==> config.mk <==
export PLATFORM = sky130hd
export DESIGN_NAME = sha3_digest_serializer
export DESIGN_NICKNAME = d
export VERILOG_FILES = /design/src/rtl/sha3_digest_serializer.sv
export SDC_FILE = /design/constraint.sdc
export NUM_CORES = 1
export LEC_CHECK = 0
export BUFFER_PORTS_ARGS = -buffer_cell sky130_fd_sc_hd__buf_2
export CAP_MARGIN = 20
export CORE_UTILIZATION = 43
export CTS_CLUSTER_SIZE = 24
export DETAILED_ROUTE_END_ITERATION = 12
export PLACE_DENSITY = 0.67
export SKIP_LAST_GASP = 1
export SLEW_MARGIN = 20
export SYNTH_ARGS = -nofsm -noshare
export SYNTH_HDL_FRONTEND = slang
export SYNTH_SLANG_ARGS = --single-unit
==> constraint.sdc <==
create_clock -name clk -period 1.8 [get_ports clk]
set_clock_uncertainty 0.1 [all_clocks]
set_input_delay 0.18 -clock clk [delete_from_list [all_inputs] [get_ports clk]]
set_output_delay 0.18 -clock clk [all_outputs]
set_load 0.02 [all_outputs]
==> src/rtl/sha3_digest_serializer.sv <==
// sha3_digest_serializer
//
// Sits behind the sha3 core. When a finished digest is offered on
// md_out/res_valid it is captured in one cycle, acknowledged with a
// single-cycle res_ready pulse, and then streamed out most-significant
// byte first over a valid/ready byte interface.
//
// Build option:
//   SHA3_SER_HEX_EN  when defined, every byte goes out as two lowercase
//                    ASCII hex characters (high nibble first), so a digest
//                    takes MDLEN/4 beats. Undefined (the default): raw
//                    bytes, MDLEN/8 beats.
//
// Ports:
//   clk        clock, rising edge
//   rst        synchronous reset, active low
//   md_out     digest from sha3, valid while res_valid is high
//   res_valid  digest available
//   res_ready  one-cycle capture acknowledge
//   out_data   output byte / ASCII character
//   out_valid  out_data valid
//   out_ready  sink accepts the current beat
//   out_last   final beat of the digest
//   busy       high while a digest is being streamed
//   dig_count  digests captured since reset (wraps at 2^16)

module sha3_digest_serializer #(
  parameter int MDLEN = 256
) (
  input  logic             clk,
  input  logic             rst,
  input  logic [MDLEN-1:0] md_out,
  input  logic             res_valid,
  output logic             res_ready,
  output logic [7:0]       out_data,
  output logic             out_valid,
  input  logic             out_ready,
  output logic             out_last,
  output logic             busy,
  output logic [15:0]      dig_count
);

`ifdef SHA3_SER_HEX_EN
  localparam int STEP = 4;
`else
  localparam int STEP = 8;
`endif
  localparam int BEATS = MDLEN / STEP;
  localparam int CNTW  = $clog2(BEATS) + 1;
  localparam logic [CNTW-1:0] LAST_BEAT = CNTW'(BEATS - 1);

  typedef enum logic {IDLE, SEND} state_t;

  state_t            state, state_nxt;
  logic              armed;
  logic [MDLEN-1:0]  shreg, shreg_nxt;
  logic [CNTW-1:0]   beat_cnt;
  logic              capture, accept, final_beat;
  logic [7:0]        data_nxt;

  function automatic logic [7:0] hex_char(input logic [3:0] nib);
    if (nib < 4'd10) return 8'h30 + {4'h0, nib};
    else             return 8'h57 + {4'h0, nib};
  endfunction

  // armed blocks a second capture of a digest whose producer keeps
  // res_valid high after the acknowledge; it re-arms only once res_valid
  // has been seen low. Capture is only considered in IDLE, so the edge
  // that accepts the final beat can never capture.
  always_comb begin
    state_nxt  = state;
    shreg_nxt  = shreg;
    capture    = (state == IDLE) && armed && res_valid;
    accept     = (state == SEND) && out_valid && out_ready;
    final_beat = accept && (beat_cnt == LAST_BEAT);

    case (state)
      IDLE:    if (capture)    state_nxt = SEND;
      SEND:    if (final_beat) state_nxt = IDLE;
      default: state_nxt = IDLE;
    endcase

    if (capture)     shreg_nxt = md_out;
    else if (accept) shreg_nxt = shreg << STEP;

    // out_data is registered, so it is computed from the value the shift
    // register is about to take.
`ifdef SHA3_SER_HEX_EN
    data_nxt = hex_char(shreg_nxt[MDLEN-1 -: 4]);
`else
    data_nxt = shreg_nxt[MDLEN-1 -: 8];
`endif
  end

  always_ff @(posedge clk) begin
    if (!rst) state <= IDLE;
    else      state <= state_nxt;
  end

  always_ff @(posedge clk) begin
    if (!rst) begin
      shreg     <= '0;
      armed     <= 1'b1;
      beat_cnt  <= '0;
      res_ready <= 1'b0;
      out_valid <= 1'b0;
      out_last  <= 1'b0;
      out_data  <= 8'h00;
      dig_count <= 16'h0000;
    end else begin
      res_ready <= capture;
      shreg     <= shreg_nxt;

      if (capture)         armed <= 1'b0;
      else if (!res_valid) armed <= 1'b1;

      if (capture) begin
        out_valid <= 1'b1;
        out_last  <= (LAST_BEAT == '0);
        beat_cnt  <= '0;
        out_data  <= data_nxt;
        dig_count <= dig_count + 16'd1;
      end else if (final_beat) begin
        out_valid <= 1'b0;
        out_last  <= 1'b0;
        beat_cnt  <= '0;
      end else if (accept) begin
        beat_cnt  <= beat_cnt + CNTW'(1);
        out_last  <= ((beat_cnt + CNTW'(1)) == LAST_BEAT);
        out_data  <= data_nxt;
      end
    end
  end

  assign busy = (state == SEND);

endmodule

==> summary.txt, run 1 <==
Std cell rows: 58
Drt wl/cell: 17.21 um
Fin crit share: 0.9544
Post-DRT Antenna Nets: 0
Logic pwr share: 0.147
Num CTS Buffers: 30
Max incr delay on CP: 0.60 ns
Final Max Tran Viols: 0
Post-synthesis sequential area ratio: 0.5081
CP Data Arrival Time: 2.04 ns
Clock latency on the worst-skew pair: 0.54 ns
Net Sw Power: 3872 uW
CTS Buffer Depth: 3
Pre-CTS setup slack: 0.02695 ns
Crit Path Max Fanout: 7
Min-Delay Path Class: reg -> reg
CTS sink count: 283
Status: finished, final reports clean
Xor-xnor portion of the synthesized cell area: 0.01257
Worst setup EP type: flip-flop
Drt first pass iters: 6
Final net count: 2,039
Synthesized flop and latch total: 283
Vias per std cell: 5.480
Mapped Avg Cell Area: 8.766 um^2
GR Overflow Total: 0
Post-Synth Simple-Gate Area: 0.1168
Post-Synth Adder-Cell Area: 0.003366
Leak Pwr: 0.006548 uW
Die width: 163.0 um
Seq pwr share: 0.445
Syn_nets: 1,535
Synth Cell Area: 11,150 um^2
Total Die Area: 26,580 um^2
Root Buffer: clkbuf_16
Layout fillers: 1,960
Routed Wire Length: 36,740 um
DIE HEIGHT: 163.0 um
F_max: 0.5821 GHz
Final instance area: 16,680 um^2
Synth Instances: 1,272
Startpoint Class: flip-flop
Vias in the first global route: 11,400
Most frequent cells in the layout: buf_2, dfxtp_1, dlygate4sd3_1
Cell Area, Placed: 13,010 um^2
Global-route wire length before repair: 57,320 um
Req. time, crit path: 2.12 ns
Vias: 11,694
Synth Area in Compound Gates: 0.2867
Final setup violation count: 0
Ports: 288
RSZ-0062 raised after global routing: true
Crit Path Class: reg -> reg
Gp weighted congestion: 0.8618
TritonCTS clock tree: done
Layout cells sized above 1: 0.2176
Worst-path clk slew: 0.06 ns
# DRC: 0
Int Pwr: 11,680 uW
Number of synthesized flops with an enable pin: 0
Register Area: 5669 um^2
Top Family by Delay on Critical Path: simple AND/OR/NAND/NOR gates
Sw Share: 0.2490
CP max-delay cell: or4_1
Largest family of logic cells by synthesized area: compound AO/OA/AOI/OAI gates
Max Cap Viol: 0
Worst vdd ir: 0.8554 mV
Post-DP HPWL: 20,900 um
Core area: 25,330 um^2
Cell area power density: 932.4 nW/um^2
PortBufs: 287
Crit path cell chain: nand3b_1, or4_1, o21ai_0, a21oi_1
Initial DRC count: 1,045
Bufs and invs on worst path: 0
Library cells used by synthesis: 36
Setup TNS: 0 ns
Final WS setup: 0.08211 ns
Final hold violation count: 0
Clk pwr share: 0.408
Post-synth ARST share: 0
Initial antenna violation count: 7
Synth warn: 0
Initial Util: 0.4403
Fin util: 0.6586
Worst Tran Pin Value: 0.3949 ns
H-Tree Level Count: 1
Hold slack: 0.3503 ns
Largest net degree at the start of global routing: 83
Area of the multi-input gates: 4910 um^2
Relative slew slack: 0.7346
Total Routing Usage GR: 0.2635
Area grow syn2layout: 49.60%
Most common cell after layout, fill and taps aside: buf_2
Final min period: 1.718 ns
Mux cell area share after synthesis: 0.01885
Ys flop type: dfxtp_1
[worst min-delay path: cells and delay by family, from the launching register on]
| family | cells | cell delay [ns] |
|---|---|---|
| AO/OA/AOI/OAI | 1 | 0.05 |
| flip-flops | 1 | 0.30 |
| AND/OR/NAND/NOR | 1 | 0.05 |
[final cells by class]
class / instances / share of cell area
sequential: 283 / 0.3399
multi-input combinational: 865 / 0.2943
timing repair buffer: 591 / 0.2774
clock buffer: 43 / 0.05341
tap: 330 / 0.02475
clock inverter: 10 / 0.007651
inverter: 5 / 0.001575
antenna: 7 / 0.001050
[per-layer routing]
metal	wire length, um	track usage	vias up
li1	-	-	5605
met1	15130	0.3302	5538
met2	18130	0.4545	475
met3	2538	0.05155	76
met4	939	0.07986	0
met5	0	0	-
[power groups by stage]
stage               Combinational, uW  Clock [uW]  Sequential, uW
floorplan                        1080           0            7010
global placement                 1740           0            7030
detailed placement               1760           0            7040
CTS                              2220        6440            6910
global route                     2470        6710            6970
finish                           2280        6350            6930
[through the flow]
step | total power, uW | cells
3_5_place_dp | 8807 | 1812
2_1_floorplan | 8089 | 1272
5_1_grt | 16150 | 2133
6_report | 15550 | 2134
3_3_place_gp | 8772 | 1812
4_1_cts | 15570 | 2125
[Yosys cell counts (10+ instances only)]
cell | n | share of area
dfxtp_1 | 283 | 0.51
a211oi_1 | 20 | 0.013
xnor2_1 | 10 | 0.0079
a22oi_1 | 236 | 0.16
nand2_1 | 236 | 0.079
clkbuf_1 | 68 | 0.023
buf_6 | 11 | 0.011
mux2i_1 | 21 | 0.019
a21oi_1 | 237 | 0.11
nor2_1 | 46 | 0.015
nand3_1 | 10 | 0.0045
buf_2 | 31 | 0.014
[logic make-up (layout without fill, tap and decap cells)]
| family | after synthesis | count (layout) |
|---|---|---|
| AOI/OAI and AO/OA | 506 | 506 |
| and+or+nand+nor | 319 | 319 |
| DFF | 283 | 283 |
| buffers and inverters | 124 | 649 |
| muxes | 21 | 21 |
| xor gates and xnor gates | 16 | 16 |
| adders and majority gates | 3 | 3 |
| other | 0 | 7 |
[what timing repair did]
action,4_1_cts,5_1_grt
pin swaps,0,1
setup endpoints to repair,1,95
hold buffers,260,0
gates resized for setup,1,3
endpoints found under the hold margin,261,0
setup buffers,0,2
[flip-flops by register name, indices dropped and copies added (netlist names), 6 cells and up]
name       cells
shreg        248
out_data       8
dig_count     16
beat_cnt       6
[worst paths after layout]
check | from | to | slack (ns) | cells past startpoint
worst max-delay path | busy$_SDFF_PN0_ | dig_count[14]$_SDFFE_PN0P_ | 0.08 | 4
worst min-delay path | shreg[132]$_SDFFE_PN0P_ | shreg[132]$_SDFFE_PN0P_ | 0.35 | 2
worst max register to register | busy$_SDFF_PN0_ | dig_count[14]$_SDFFE_PN0P_ | 0.08 | 4
worst min register to register | shreg[132]$_SDFFE_PN0P_ | shreg[132]$_SDFFE_PN0P_ | 0.35 | 2
Note: power is estimated with default switching activity, not from simulation.
==> run 2: changes to the inputs <==
==> constraint.sdc (replaced) <==
create_clock -name clk -period 1.8 [get_ports clk]
set_clock_uncertainty 0.1 [all_clocks]
set_input_delay 0.36 -clock clk [delete_from_list [all_inputs] [get_ports clk]]
set_output_delay 0.36 -clock clk [all_outputs]
set_load 0.02 [all_outputs]
==> run 2 against run 1 <==
Against the previous run:
- die area stayed put
- power is 5.0% lower
- register-to-register slack worse by 0.05 ns
- wire length is 13% lower
- sequential share of layout area is 4.0 points higher
- hold slack worse by 0.34 ns
==> summary.txt, run 2 (synthesized netlist as in run 1, its figures left out) <==
Status: finished, final reports clean
Worst hold stages: 3
Most common cell after layout, fill and taps aside: buf_2
Clock latency on the worst-skew pair: 0.54 ns
Ports: 288
Worst setup EP type: flip-flop
Setup slack, reg-to-reg: 0.04 ns
Max incr delay on CP: 0.58 ns
# DRC: 0
Relative slew slack: 0.7412
Req. time, crit path: 2.11 ns
Fin cells: 1,960
Largest net degree at the start of global routing: 80
Critical path origin: dig_count[6]$_SDFFE_PN0P_
Post-DP HPWL: 20,910 um
Worst R2R Start: dig_count[6]$_SDFFE_PN0P_
R2R cell count: 4
RSZ-0062 raised after global routing: true
Root Buffer: clkbuf_16
Final hold violation count: 0
Final net count: 1,874
Min-Delay Path Class: in -> reg
Post-DRT Antenna Nets: 0
CP Data Arrival Time: 2.07 ns
Cell area power density: 989.8 nW/um^2
Reg with most FFs: shreg
Reg-to-reg endpoint: dig_count[14]$_SDFFE_PN0P_
Final setup violation count: 0
Startpoint Class: flip-flop
Worst-path clk slew: 0.06 ns
Initial antenna violation count: 6
Routed Wire Length: 32,060 um
Vias in the first global route: 10,152
Setup TNS: 0 ns
TritonCTS clock tree: done
Final Max Tran Viols: 0
F_max: 0.5670 GHz
Cells after DPL: 1,822
Leak Pwr: 0.005820 uW
Die width: 163.0 um
Power, Total: 14,780 uW
Crit path cell chain: nand4_1, or4_1, o21ai_0, a21oi_1
Largest register FFs: 248
Initial Util: 0.4403
Global-route wire length before repair: 50,230 um
Area grow syn2layout: 33.92%
DIE HEIGHT: 163.0 um
Layout cells sized above 1: 0.2409
H-Tree Level Count: 1
Final min period: 1.764 ns
Max Cap Viol: 0
CTS Buffer Depth: 3
Fin crit share: 0.9798
Crit Path Class: reg -> reg
Vias per std cell: 5.445
Fin util: 0.5896
Worst Tran Pin Value: 0.3851 ns
Total Die Area: 26,580 um^2
Num CTS Buffers: 31
Hold slack: 0.01491 ns
Total Routing Usage GR: 0.2303
Top Registers: shreg: 248 flops, dig_count: 16 flops, out_data: 8 flops
PortBufs: 287
Top Family by Delay on Critical Path: simple AND/OR/NAND/NOR gates
CTS sink count: 283
Initial DRC count: 950
CP max-delay cell: or4_1
Vias: 10,673
Crit Path Max Fanout: 4
Drt first pass iters: 5
Core area: 25,330 um^2
Std cell rows: 58
Worst vdd ir: 0.7353 mV
Gp weighted congestion: 0.8502
Drt wl/cell: 16.36 um
Hold_sp: md_out[64]
Most frequent cells in the layout: buf_2, dfxtp_1, a21oi_1
Bufs and invs on worst path: 0
GR Overflow Total: 0
WHS Endpoint: shreg[64]$_SDFFE_PN0P_
-- run 2: cell count changes in the layout (fill, tap and decap cells not counted), sizes merged --
cell	change
buf	+9
bufinv	-1
clkbuf	+2
clkinv	-5
diode	-4
dlygate4sd3	-176
inv	+1
-- run 2: how the worst max path moves through the flow --
stage	end	slack, ns	cells after the start
floorplan	dig_count[12]$_SDFFE_PN0P_	0.08	5
global placement	beat_cnt[1]$_SDFFE_PP0N_	0.05	5
detailed placement	beat_cnt[1]$_SDFFE_PP0N_	-0.005	5
CTS	beat_cnt[1]$_SDFFE_PP0N_	0.03	6
global route	dig_count[14]$_SDFFE_PN0P_	-0.006	4
finish	dig_count[14]$_SDFFE_PN0P_	0.04	4
-- run 2: power by group --
group | leakage, uW | switching, uW | internal, uW | total (uW)
logic | 0.00305 | 1030 | 933 | 1960
clock network | 0.000446 | 2410 | 3500 | 5910
registers | 0.00232 | 229 | 6680 | 6910
total | 0.00582 | 3670 | 11100 | 14800
-- run 2: worst min-delay path, cell delays in order --
cell and delay [ns]:
buf_2 0.08, a22oi_1 0.07, a21oi_1 0.11
-- run 2: cell type report --
cell class              instances  area (um^2)
diodes                          3        7.507
clock buffers                  44        844.6
clock inverters                 5        81.33
fillers                      2214        10390
inverters                       5        26.28
multi-input cells             865         4912
flip-flops and latches        283         5669
well taps                     330        412.9
repair buffers                425         2979
-- run 2: metal layers --
layer / part of all wire / up-vias / GRT usage
li1: - / 5270 / -
met1: 0.44 / 4983 / 0.3024
met2: 0.47 / 362 / 0.3855
met3: 0.069 / 54 / 0.04647
met4: 0.020 / 4 / 0.05692
met5: 0.00078 / - / 0
-- run 2: timing repair --
action	in CTS	in global routing
hold buffers	84	0
hold endpoints to repair	84	0
gates resized for setup	0	4
setup buffers	0	1
setup endpoints to repair	0	18
-- run 2: stage by stage --
stage	instance area, um^2	worst slack [ns]
after floorplan	11150	0.07807
after global placement	13110	0.05007
after detailed placement	13110	-0.004551
after CTS	14880	0.03445
after global routing	14930	-0.006180
final	14930	0.03640
==> run 3: changes to the inputs <==
- CELL_PAD_IN_SITES_DETAIL_PLACEMENT: default -> 0
- CELL_PAD_IN_SITES_GLOBAL_PLACEMENT: default -> 2
- CORE_UTILIZATION: 43 -> 31
- PLACE_DENSITY: 0.67 -> default
- PLACE_DENSITY_LB_ADDON: default -> 0.1
- SLEW_MARGIN: 20 -> default
==> run 3 against run 2 <==
Against the previous run:
- fmax shrank 0.62%
- flip-flop and latch count stayed put
- first-iteration DRC count down 39%
- setup slack worse by 0.011 ns
- clock power up 18%
- wire length rose by 13%
- power is 6.7% higher
- critical path depth is 4 higher
- sequential power barely moved
- clock-buffer cell count increased by 10
==> summary.txt, run 3 (synthesized netlist as in run 1, its figures left out) <==
Status: finished, final reports clean
WHS Endpoint: shreg[0]$_SDFFE_PN0P_
Seq pwr share: 0.438
GR Overflow Total: 0
Hold_sp: md_out[0]
Startpoint Class: input pin
Post-DP HPWL: 24,320 um
Max Cap Viol: 0
Net Sw Power: 3927 uW
Relative slew slack: 0.6854
Initial Util: 0.3143
Worst setup EP type: flip-flop
Drt first pass iters: 6
Final Max Tran Viols: 0
Fin crit share: 0.9859
Root Buffer: clkbuf_16
Global-route wire length before repair: 55,180 um
TritonCTS clock tree: done
Total Routing Usage GR: 0.1898
R2R cell count: 5
Core area: 35,480 um^2
Final net count: 1,799
Worst Tran Pin Value: 0.4719 ns
Reg with most FFs: shreg
Final hold violation count: 0
Bufs and invs on worst path: 4
Final setup violation count: 0
Largest register FFs: 248
Crit path cell chain: dlygate4sd3_1, buf_2, and3b_4, nor2_4, buf_12, buf_12, nand2_1, a21oi_1
Worst hold stages: 3
PortBufs: 287
Clk pwr share: 0.440
Worst-path clk slew: 0.06 ns
CTS sink count: 283
Layout cells sized above 1: 0.2623
Crit Path Max Fanout: 28
Int Pwr: 11,850 uW
Pre-CTS setup slack: 0.06543 ns
Worst vdd ir: 0.8187 mV
CTS Buffer Depth: 3
Most frequent cells in the layout: buf_2, dfxtp_1, a21oi_1
Leak Pwr: 0.005675 uW
Vias: 10,200
Setup slack, reg-to-reg: 0.11 ns
Logic pwr share: 0.122
Grt met1 use: 0.2582
Std cell rows: 69
CP Data Arrival Time: 2.10 ns
Post-DRT Antenna Nets: 0
GR peak layer: met2
Req. time, crit path: 2.12 ns
DIE HEIGHT: 191.7 um
Met2 Resource Use GR: 0.2906
F_max: 0.5635 GHz
Initial DRC count: 579
Top Family by Delay on Critical Path: buffers and inverters
Area grow syn2layout: 31.60%
# DRC: 0
Drt wl/cell: 17.80 um
Crit Path Class: in -> reg
Top Registers: shreg: 248 flops, dig_count: 16 flops, out_data: 8 flops
Initial antenna violation count: 21
Hold slack: 0.01863 ns
Cell area power density: 1075 nW/um^2
Die width: 191.7 um
Total Die Area: 36,730 um^2
Max incr delay on CP: 0.53 ns
Cell Area, Placed: 13,370 um^2
GR met3 Demand/Resource: 0.05609
H-Tree Level Count: 2
Vias per std cell: 5.022
Final min period: 1.775 ns
Min-Delay Path Class: in -> reg
Worst R2R Start: dig_count[1]$_SDFFE_PN0P_
Vias in the first global route: 9,822
RSZ-0062 raised after global routing: true
Sw Share: 0.2489
Most common cell after layout, fill and taps aside: buf_2
Gp weighted congestion: 0.7583
Largest net degree at the start of global routing: 87
Reg-to-reg endpoint: dig_count[12]$_SDFFE_PN0P_
CP max-delay cell: dlygate4sd3_1
Most frequent CP cell: buf_12
Ports: 288
Clock latency on the worst-skew pair: 0.50 ns
Final WS setup: 0.02536 ns
Num CTS Buffers: 35
Final instance area: 14,670 um^2
Routed Wire Length: 36,140 um
==> run 3: power groups by stage <==
stage | Clock [uW] | Sequential [uW] | Combinational (uW)
finish | 6950 | 6910 | 1920
global route | 7420 | 6950 | 2140
CTS | 7180 | 6910 | 1900
detailed placement | 0 | 7040 | 1890
global placement | 0 | 7040 | 1880
floorplan | 0 | 7010 | 1080
==> run 3: worst max path at each step <==
stage | slack [ns] | end | from | cells past startpoint
6_report | 0.03 | shreg[124]$_SDFFE_PN0P_ | res_valid | 8
3_3_place_gp | 0.07 | beat_cnt[1]$_SDFFE_PP0N_ | out_ready | 5
5_1_grt | -0.04 | shreg[213]$_SDFFE_PN0P_ | res_valid | 8
3_5_place_dp | 0.07 | shreg[57]$_SDFFE_PN0P_ | res_valid | 7
4_1_cts | 0.04 | shreg[36]$_SDFFE_PN0P_ | res_valid | 8
2_1_floorplan | 0.08 | dig_count[12]$_SDFFE_PN0P_ | dig_count[0]$_SDFFE_PN0P_ | 5
==> run 3: what timing repair did <==
| action | 4_1_cts | 5_1_grt |
|---|---|---|
| endpoints found under the hold margin | 2 | 0 |
| hold buffers | 2 | 0 |
| setup buffers | 0 | 4 |
| resized for setup | 0 | 6 |
| setup endpoints to repair | 0 | 65 |
==> run 3: layout make-up <==
cell class	instances	area [um^2]
inverter	5	26.28
fill	3672	20810
timing repair buffer	346	2310
clock inverter	6	55.05
clock buffer	54	1090
antenna	11	27.53
sequential	283	5668
tap	461	576.8
multi-input combinational	865	4921
==> run 3: per-layer routing <==
| metal | share of wire | up-vias |
|---|---|---|
| met1 | 0.46 | 4766 |
| met2 | 0.45 | 222 |
| met3 | 0.066 | 60 |
| li1 | - | 5134 |
| met4 | 0.020 | 18 |
| met5 | 0.0031 | - |
==> run 3: worst min-delay path, cell delays in order <==
cell	delay, ns
buf_2	0.07
a22oi_1	0.07
nor2_1	0.07
==> run 3: through the flow <==
step | setup TNS, ns | utilization | power [uW] | cells
after global routing | -0.9254 | 0.4132 | 16510 | 2026
after global placement | 0 | 0.3767 | 8919 | 1952
after floorplan | 0 | - | 8089 | 1272
after CTS | 0 | 0.4095 | 15990 | 2014
after detailed placement | 0 | 0.3767 | 8933 | 1952
final | 0 | 0.4136 | 15780 | 2031
